**config.mk**
```make
export PLATFORM = sky130hd
export DESIGN_NAME = mult_pipe_flat
export DESIGN_NICKNAME = d
export VERILOG_FILES = /design/src/rtl/mult_pipe_if.sv /design/src/rtl/mult_pipe.sv /design/src/flat_wrapper.sv
export SDC_FILE = /design/constraint.sdc
export NUM_CORES = 2
export LEC_CHECK = 0
export BUFFER_PORTS_ARGS = -buffer_cell sky130_fd_sc_hd__buf_2
export CORE_ASPECT_RATIO = 1.5
export CORE_MARGIN = 2
export CORE_UTILIZATION = 50
export CTS_CLUSTER_DIAMETER = 40
export DETAILED_ROUTE_END_ITERATION = 12
export GPL_TIMING_DRIVEN = 0
export PLACE_DENSITY = 0.64
export SYNTH_ARGS = -nofsm -noshare
export SYNTH_HDL_FRONTEND = slang
export SYNTH_SLANG_ARGS = --single-unit
```
**constraint.sdc**
```tcl
create_clock -name clock -period 13 [get_ports clock]
set_clock_uncertainty 0.15 [all_clocks]
set_input_delay 1.95 -clock clock [delete_from_list [all_inputs] [get_ports clock]]
set_output_delay 1.95 -clock clock [all_outputs]
set_load 0.01 [all_outputs]
```
**src/rtl/mult_pipe_if.sv**
```systemverilog
// Signals between the issue stage, branch resolution, the CDB and mult_pipe.
// The RS/CDB side drives through master; the multiplier connects through slave.
interface mult_pipe_if #(
  parameter int XLEN    = 32,
  parameter int TAG_W   = 6,
  parameter int BMASK_W = 4
);
  logic               issue_valid;
  logic [1:0]         issue_func;
  logic [XLEN-1:0]    issue_rs1;
  logic [XLEN-1:0]    issue_rs2;
  logic [TAG_W-1:0]   issue_tag;
  logic [BMASK_W-1:0] issue_bmask;
  logic               br_valid;
  logic               br_mispredict;
  logic [BMASK_W-1:0] br_tag;
  logic               cdb_stall;
  logic               busy;
  logic [TAG_W-1:0]   early_mult_tag;
  logic               done_valid;
  logic [TAG_W-1:0]   done_tag;
  logic [XLEN-1:0]    done_result;
  logic [BMASK_W-1:0] done_bmask;

  modport master (
    output issue_valid, issue_func, issue_rs1, issue_rs2, issue_tag, issue_bmask,
    output br_valid, br_mispredict, br_tag, cdb_stall,
    input  busy, early_mult_tag, done_valid, done_tag, done_result, done_bmask
  );

  modport slave (
    input  issue_valid, issue_func, issue_rs1, issue_rs2, issue_tag, issue_bmask,
    input  br_valid, br_mispredict, br_tag, cdb_stall,
    output busy, early_mult_tag, done_valid, done_tag, done_result, done_bmask
  );
endinterface

```
**src/rtl/mult_pipe.sv**
```systemverilog
// Pipelined integer multiplier: each stage folds one multiplier chunk into a 2*XLEN
// partial sum; entries carry a branch mask so mispredicts can squash them anywhere.
module mult_pipe #(
  parameter int XLEN    = 32,
  parameter int STAGES  = 4,
  parameter int TAG_W   = 6,
  parameter int BMASK_W = 4
) (
  input  logic       clock,
  input  logic       reset,
  mult_pipe_if.slave bus
);
  localparam int W2 = 2 * XLEN;
  localparam int CW = W2 / STAGES;

  if (STAGES < 2 || (W2 % STAGES) != 0) begin : g_bad_stages
    $error("mult_pipe: STAGES must be at least 2 and divide 2*XLEN");
  end

  typedef enum logic [1:0] {
    FN_MUL    = 2'd0,
    FN_MULH   = 2'd1,
    FN_MULHSU = 2'd2,
    FN_MULHU  = 2'd3
  } func_e;

  typedef struct packed {
    logic               valid;
    logic [TAG_W-1:0]   tag;
    logic [BMASK_W-1:0] bmask;
    func_e              func;
    logic [W2-1:0]      mcand;   // multiplicand, pre-shifted to the current chunk position
    logic [W2-1:0]      mplier;  // multiplier, low CW bits are the next chunk to add
    logic [W2-1:0]      sum;
  } entry_t;

  typedef struct packed {
    logic               valid;
    logic [TAG_W-1:0]   tag;
    logic [BMASK_W-1:0] bmask;
    logic [XLEN-1:0]    result;
  } out_t;

  // Applies this cycle's branch resolution to one entry; dead entries read as tag 0.
  function automatic entry_t resolve(entry_t e, logic squash, logic clear,
                                     logic [BMASK_W-1:0] br);
    entry_t r = e;
    if (clear) r.bmask = e.bmask & ~br;
    if (squash && (e.bmask & br) != '0) r.valid = 1'b0;
    if (!r.valid) begin
      r.tag   = '0;
      r.bmask = '0;
    end
    return r;
  endfunction

  function automatic entry_t step(entry_t e);
    entry_t r = e;
    r.sum    = e.sum + e.mcand * W2'(e.mplier[CW-1:0]);
    r.mcand  = e.mcand << CW;
    r.mplier = e.mplier >> CW;
    return r;
  endfunction

  entry_t stage_q [1:STAGES-1];
  out_t   out_q;

  entry_t cur [0:STAGES-1];  // each stage as seen after branch resolution (0 = issue)
  entry_t nxt [1:STAGES];    // what each stage loads when the pipe advances
  out_t   out_cur;
  out_t   out_adv;
  logic   squash;
  logic   clear;
  logic   stall;

  assign squash = bus.br_valid & bus.br_mispredict;
  assign clear  = bus.br_valid & ~bus.br_mispredict;
  assign stall  = out_q.valid & bus.cdb_stall;

  // NOTE: every variable driven here gets a value on every pass, so no latch can form.
  always_comb begin
    entry_t issue_e;
    func_e  fn;
    logic   sext1;
    logic   sext2;
    fn      = func_e'(bus.issue_func);
    sext1   = (fn == FN_MULH) || (fn == FN_MULHSU);
    sext2   = (fn == FN_MULH);
    issue_e = '{
      valid:  bus.issue_valid & ~stall,
      tag:    bus.issue_tag,
      bmask:  bus.issue_bmask,
      func:   fn,
      mcand:  {{XLEN{bus.issue_rs1[XLEN-1] & sext1}}, bus.issue_rs1},
      mplier: {{XLEN{bus.issue_rs2[XLEN-1] & sext2}}, bus.issue_rs2},
      sum:    '0
    };
    cur[0] = resolve(issue_e, squash, clear, bus.br_tag);
    for (int k = 1; k < STAGES; k++) begin
      cur[k] = resolve(stage_q[k], squash, clear, bus.br_tag);
    end
    for (int k = 1; k <= STAGES; k++) begin
      nxt[k] = step(cur[k-1]);
    end

    out_adv.valid  = nxt[STAGES].valid;
    out_adv.tag    = nxt[STAGES].tag;
    out_adv.bmask  = nxt[STAGES].bmask;
    out_adv.result = !nxt[STAGES].valid       ? '0 :
                     (nxt[STAGES].func == FN_MUL) ? nxt[STAGES].sum[XLEN-1:0]
                                                  : nxt[STAGES].sum[W2-1:XLEN];

    // A stalled result still sees branch resolution.
    out_cur = out_q;
    if (clear) out_cur.bmask = out_q.bmask & ~bus.br_tag;
    if (squash && (out_q.bmask & bus.br_tag) != '0) out_cur = '0;
  end

  // NOTE: state registers use non-blocking assignments so all stages shift off the same edge.
  always_ff @(posedge clock or negedge reset) begin
    if (!reset) begin
      for (int k = 1; k < STAGES; k++) stage_q[k] <= '0;
      out_q <= '0;
    end else if (stall) begin
      for (int k = 1; k < STAGES; k++) stage_q[k] <= cur[k];
      out_q <= out_cur;
    end else begin
      for (int k = 1; k < STAGES; k++) stage_q[k] <= nxt[k];
      out_q <= out_adv;
    end
  end

  assign bus.busy           = stall;
  assign bus.early_mult_tag = (cur[STAGES-1].valid && !stall) ? cur[STAGES-1].tag : '0;
  assign bus.done_valid     = out_q.valid;
  assign bus.done_tag       = out_q.tag;
  assign bus.done_result    = out_q.result;
  assign bus.done_bmask     = out_q.bmask;
endmodule

```
**src/flat_wrapper.sv**
```systemverilog
// flat-port wrapper written by rule: the top's interface ports become plain ports
module mult_pipe_flat 
#(
  parameter int XLEN    = 32,
  parameter int STAGES  = 4,
  parameter int TAG_W   = 6,
  parameter int BMASK_W = 4
)
  (clock, reset, bus_issue_valid, bus_issue_func, bus_issue_rs1, bus_issue_rs2, bus_issue_tag, bus_issue_bmask, bus_br_valid, bus_br_mispredict, bus_br_tag, bus_cdb_stall, bus_busy, bus_early_mult_tag, bus_done_valid, bus_done_tag, bus_done_result, bus_done_bmask);
  mult_pipe_if #(.XLEN(XLEN), .TAG_W(TAG_W), .BMASK_W(BMASK_W)) bus_i ();
  input  logic clock;
  input  logic reset;
  input wire logic [$bits(bus_i.issue_valid)-1:0] bus_issue_valid;
  input wire logic [$bits(bus_i.issue_func)-1:0] bus_issue_func;
  input wire logic [$bits(bus_i.issue_rs1)-1:0] bus_issue_rs1;
  input wire logic [$bits(bus_i.issue_rs2)-1:0] bus_issue_rs2;
  input wire logic [$bits(bus_i.issue_tag)-1:0] bus_issue_tag;
  input wire logic [$bits(bus_i.issue_bmask)-1:0] bus_issue_bmask;
  input wire logic [$bits(bus_i.br_valid)-1:0] bus_br_valid;
  input wire logic [$bits(bus_i.br_mispredict)-1:0] bus_br_mispredict;
  input wire logic [$bits(bus_i.br_tag)-1:0] bus_br_tag;
  input wire logic [$bits(bus_i.cdb_stall)-1:0] bus_cdb_stall;
  output wire logic [$bits(bus_i.busy)-1:0] bus_busy;
  output wire logic [$bits(bus_i.early_mult_tag)-1:0] bus_early_mult_tag;
  output wire logic [$bits(bus_i.done_valid)-1:0] bus_done_valid;
  output wire logic [$bits(bus_i.done_tag)-1:0] bus_done_tag;
  output wire logic [$bits(bus_i.done_result)-1:0] bus_done_result;
  output wire logic [$bits(bus_i.done_bmask)-1:0] bus_done_bmask;
  assign bus_i.issue_valid = bus_issue_valid;
  assign bus_i.issue_func = bus_issue_func;
  assign bus_i.issue_rs1 = bus_issue_rs1;
  assign bus_i.issue_rs2 = bus_issue_rs2;
  assign bus_i.issue_tag = bus_issue_tag;
  assign bus_i.issue_bmask = bus_issue_bmask;
  assign bus_i.br_valid = bus_br_valid;
  assign bus_i.br_mispredict = bus_br_mispredict;
  assign bus_i.br_tag = bus_br_tag;
  assign bus_i.cdb_stall = bus_cdb_stall;
  assign bus_busy = bus_i.busy;
  assign bus_early_mult_tag = bus_i.early_mult_tag;
  assign bus_done_valid = bus_i.done_valid;
  assign bus_done_tag = bus_i.done_tag;
  assign bus_done_result = bus_i.done_result;
  assign bus_done_bmask = bus_i.done_bmask;
  mult_pipe #(.XLEN(XLEN), .STAGES(STAGES), .TAG_W(TAG_W), .BMASK_W(BMASK_W)) u_core (.clock(clock), .reset(reset), .bus(bus_i));
endmodule
```
Word-level counts from Yosys, hierarchy flattened
Cells that the tools add are included.

Flip-flop bits (word level): 374. Input bits: 86. Output and inout bits: 50. Logic and storage cells: 88.

$add $sub $neg: 3. $mul: 4. Equal/unequal tests: 4. Muxes and demuxes: 19. Bitwise logic cells: 19. Reduce and logical (&&, ||, !) cells: 14.

Operator list (count): 2-to-1 mux 615 bit (1); adder 64 bit (3); 2-to-1 mux 43 bit (2); 2-to-1 mux 32 bit (2); multiplier 33 x 17 -> 50 bit (1); multiplier 48 x 16 -> 48 bit (1); bitwise AND 4 bit (10); 2-to-1 mux 10 bit (4); multiplier 32 x 16 -> 32 bit (1); 2-to-1 mux 4 bit (5); nonzero test 4 bit (5); multiplier 16 x 1 -> 16 bit (1); bitwise AND 1 bit (6); logical AND 1 bit (6); 2-to-1 mux 6 bit (1); 2-to-1 mux 1 bit (4); NOT 4 bit (1); != test 3 x 2 -> 1 bit (second input constant) (1); equality test 2 x 1 -> 1 bit (second input constant) (1); equality test 2 bit (second input constant) (1); logical NOT 2 bit (1); != test 2 bit (second input constant) (1); NOT 1 bit (2); logical NOT 1 bit (1); logical OR 1 bit (1).

Longest topological paths before layout
Depth after elaboration: 6. Mapped depth: 36.

Least setup slack after synthesis
No wires, ideal clock.

Path type: input to register. From: input bus_issue_func[1]. To: register u_core.cur[472] (netlist name). Setup time: 129 ps. Arrival time: 7937 ps. Required time: 12721 ps. Slack: 4784 ps. Stages on the path: 25. Cell sequence: inv_1 ha_1 nor2b_1 clkbuf_1 nand2_1 inv_1 fa_1 fa_1 inv_1 fa_1 fa_1 fa_1 inv_1 fa_1 ha_1 a21o_1 a21o_1 a21o_1 a21oi_1 nor2b_1 o32ai_2 o211ai_1 a31oi_1 xnor2_1 o21ai_1.

Word-level cells in the longest chain between the ends: 4.

RTL lines: from (decl) (line flat_wrapper.sv:14) `input wire logic [$bits(bus_i.issue_func)-1:0] bus_issue_func;`; equality test 2 x 1 -> 1 bit or equality test 2 bit (tied branches) (line mult_pipe.sv:87) `sext1 = (fn == FN_MULH) || (fn == FN_MULHSU);`; logical OR 1 bit (*) (line mult_pipe.sv:87); bitwise AND 1 bit (*) (line mult_pipe.sv:94) `mcand: {{XLEN{bus.issue_rs1[XLEN-1] & sext1}}, bus.issue_rs1},`; multiplier 33 x 17 -> 50 bit (*) (line mult_pipe.sv:59) `r.sum = e.sum + e.mcand * W2'(e.mplier[CW-1:0]);`.

Every way passes the cells marked *; elsewhere a longest branch is shown, timed or not. A chain may end at the register's enable or synchronous reset.

Worst setup path after layout
From: register u_core.cur[481] (netlist name). To: register u_core.cur[268] (netlist name).

Word-level cells in the longest chain between the ends: 2.

RTL lines (line): multiplier 48 x 16 -> 48 bit (mult_pipe.sv:59); adder 64 bit (mult_pipe.sv:59).

Every way passes these cells.

==> impl_metrics.csv <==
group,metric,value,unit
global_route,grt_max_degree,123,
placed_design,dp_hpwl,167,mm
global_route,grt_usage,32.7,%
cts,cts_hold_buffers,0,
logic_synthesis,synthSimpleGateAreaFrac,16.3,%
critical_path,cp.arrival,11.27,ns
route,ant_nets,0,
die,die-area,125000,sq um
critical_path,cp_common_cell,"fa_1",
sta,setup_ws,2.01,ns
die,row_count,157,
sta,slew_headroom,10.3,%
logic_synthesis,syn-num-nets,8464,
logic_synthesis,ys_ff_latch,360,
sta,finalSetupViolations,0,
logic_synthesis,ys_seq_area_share,14.8,%
cts,cts_root_buf,"clkbuf_16",
route,drc_errors,0,
cts,numCtsBuffers,54,
cts,clk_transition_reported_paths,0.06,ns
die,die_height,432,microns
global_route,grt-ovfl-total,0,
logic_synthesis,synth_top_family_by_area,"adder cells",
sta,final.setup.tns,0,ns
placed_design,placed_cells_incl_taps,8541,
logic_synthesis,synth_area_leaders,"fa_1, dfrtp_1, nand2_1",
cells_and_area,fin_cells,8646,
placed_design,place_worst_setup_slack,2.23,ns
placed_design,io_buffers,131,
logic_synthesis,synth.distinct_cells,78,
critical_path,cp_max_fo,10,
critical_path,start_kind,"register",
logic_synthesis,synth_top_area_share,39.6,%
global_route,grt_pass1_wl,302,mm
cells_and_area,final_nets,8654,
logic_synthesis,synth_xor_area_share,3.44,%
global_route,grt_pass1_vias,50900,
critical_path,slowest_delay,1.15,ns
logic_synthesis,synthCells,6817,
logic_synthesis,syn_area,61000,sq um
critical_path,required,13.27,ns
logic_synthesis,syn_area_per_cell,8.95,sq um
logic_synthesis,synth_top_flop_cell,"dfrtp_1",
die,pin_count,136,
cts,clkSinkCount,360,
critical_path,endpoint_kind,"register",
sta,rsz0062_at_grt,"no",
route,wl_per_cell,23.0,microns
cts,cts_setup_buffers,0,
sta,timing_worst_slew_pin_value,1.33,ns
sta,slew_violations,0,
worst_hold_path,hold_path.class,"register to register",
cts,tritoncts,"done",
route,drtIter0Drc,3352,
critical_path,slowest_stage,"o311ai_1",
sta,period_share,84.6,%
die,start_util,50.2,%
cts,clock_latency,0.65,ns
cts,clockBufferDepth,3,
cells_and_area,fill_cells,11500,
critical_path,reg2reg_depth,32,
logic_synthesis,yosysWarningCount,0,
die,fp.dieW,289,microns
logic_synthesis,synthMuxAreaShare,0.363,%
sta,hold_viol,0,
cts,h-tree-depth,2,
cts,cts_resized,0,
placed_design,gp_congestion,1.01,
die,coreArea,122000,sq um
logic_synthesis,synth_top_cell_by_area,"fa_1",
cells_and_area,layout-drive-gt1-share,3.69,%
sta,fmax,0.0910,GHz
route,vias,47800,
run,cap_violations,0,
route,drt_pass1_iterations,6,
worst_hold_path,hold_path_depth,2,
status,outcome,"completed",
logic_synthesis,synthAdderAreaFrac,46.8,%
route,wl,199,mm
cells_and_area,syn_to_final_growth,7.67,%
sta,fin_crit,10.99,ns
route,vias_per_cell,5.52,
critical_path,worstSetupPathType,"register to register",
logic_synthesis,ys_async_sr_fraction,100,%
logic_synthesis,synth_edf_count,0,
global_route,antenna_found_initial,5,
logic_synthesis,synth_compound_area_share,8.31,%
==> synthesized netlist by cell type (all sizes together), types with 25 or more instances <==
cell / n
xor2: 91
xnor2: 146
o21bai: 29
o21ai: 196
nor3: 37
nand2b: 25
and2: 429
nand3: 70
clkbuf: 296
nor2b: 30
a31oi: 25
o21a: 30
a21oi: 244
fa: 1206
nand2: 1352
and3: 25
ha: 355
nor2: 174
a21o: 101
dfrtp: 360
inv: 1322
==> path summary, 6_finish.rpt <==
path,end,from,slack [ns]
max,u_core.cur[268]$_DFFE_PN0N_,u_core.cur[481]$_DFFE_PN0N_,2.01
min,u_core.cur[1]$_DFFE_PN0N_,u_core.cur[206]$_DFFE_PN0N_,0.31
max reg2reg,u_core.cur[268]$_DFFE_PN0N_,u_core.cur[481]$_DFFE_PN0N_,2.01
min reg2reg,u_core.cur[1]$_DFFE_PN0N_,u_core.cur[206]$_DFFE_PN0N_,0.31
max in group asynchronous,u_core.cur[487]$_DFFE_PN0N_,reset,10.29
min in group asynchronous,u_core.bus.done_tag[5]$_DFFE_PN0P_,reset,1.09
==> state kept, by name, indices dropped and copies added, names as in the netlist <==
signal                  flops
u_core.bus.done_bmask       4
u_core.bus.done_result     32
u_core.bus.done_tag         6
u_core.bus.done_valid       1
u_core.cur                284
u_core.stage_q             33
==> logic make-up (layout without fill, tap and decap cells) <==
family / after synthesis / count (layout)
buffers and inverters: 1621 / 1856
other: 0 / 4
DFF: 360 / 360
adders and majority gates: 1561 / 1561
AOI/OAI and AO/OA: 800 / 800
muxes: 22 / 22
xor gates and xnor gates: 238 / 238
and+or+nand+nor: 2215 / 2215
==> stage by stage <==
stage	area [sq um]	utilization, %	hold slack [ns]
after detailed placement	63800	52.4	0.305
after global placement	63700	52.4	0.299
after global routing	65700	54.0	0.336
after CTS	65700	54.0	0.315
final	65700	54.0	0.310
after floorplan	61000	-	0.280
==> worst max-delay path: cells and delay by family, from the launching register on <==
| kind | cells | cell delay [ns] |
|---|---|---|
| fa+ha+maj | 8 | 3.78 |
| compound gates | 10 | 3.34 |
| buf+inv | 7 | 1.70 |
| simple gates | 6 | 1.28 |
| flops | 1 | 0.31 |
| xor+xnor | 1 | 0.18 |
==> layout by cell type, fill, tap and decap left out, types with 24 or more instances in the layout <==
master / n
ha_1: 355
nand2b_1: 25
xnor2_1: 146
clkbuf_16: 54
a21o_1: 101
nor2_1: 174
nand2_1: 1352
o21a_1: 30
o21ai_0: 185
a21oi_1: 244
nor2b_1: 30
buf_2: 130
fa_1: 1206
nand3_1: 70
and3_1: 25
inv_1: 1322
and2_1: 429
xor2_1: 91
dfrtp_1: 360
nor3_1: 37
clkbuf_1: 302
a31oi_1: 24
o21bai_1: 29
==> metal layers <==
layer / up-vias / global-route usage, % / routed length, microns
met1: 24300 / 38.8 / 73600
met4: 4 / 20.6 / 15200
li1: 21100 / - / -
met2: 1735 / 56.5 / 99800
met3: 615 / 3.41 / 10500
met5: - / 0 / 23
==> area by class of cell <==
cell class / instances / area (sq um) / area share, %
Clock buffer: 64 / 1430 / 2.17
Multi-Input combinational cell: 4836 / 45900 / 69.9
Inverter: 1322 / 4960 / 7.55
Tap cell: 1590 / 1990 / 3.03
Sequential cell: 360 / 9010 / 13.7
Buffer: 299 / 1120 / 1.71
Clock inverter: 37 / 503 / 0.766
Timing Repair Buffer: 134 / 748 / 1.14
Antenna cell: 4 / 10.0 / 0.0152
Power is not shown: default switching activity piles up to over one toggle a cycle in this logic, so the estimate is an artifact.
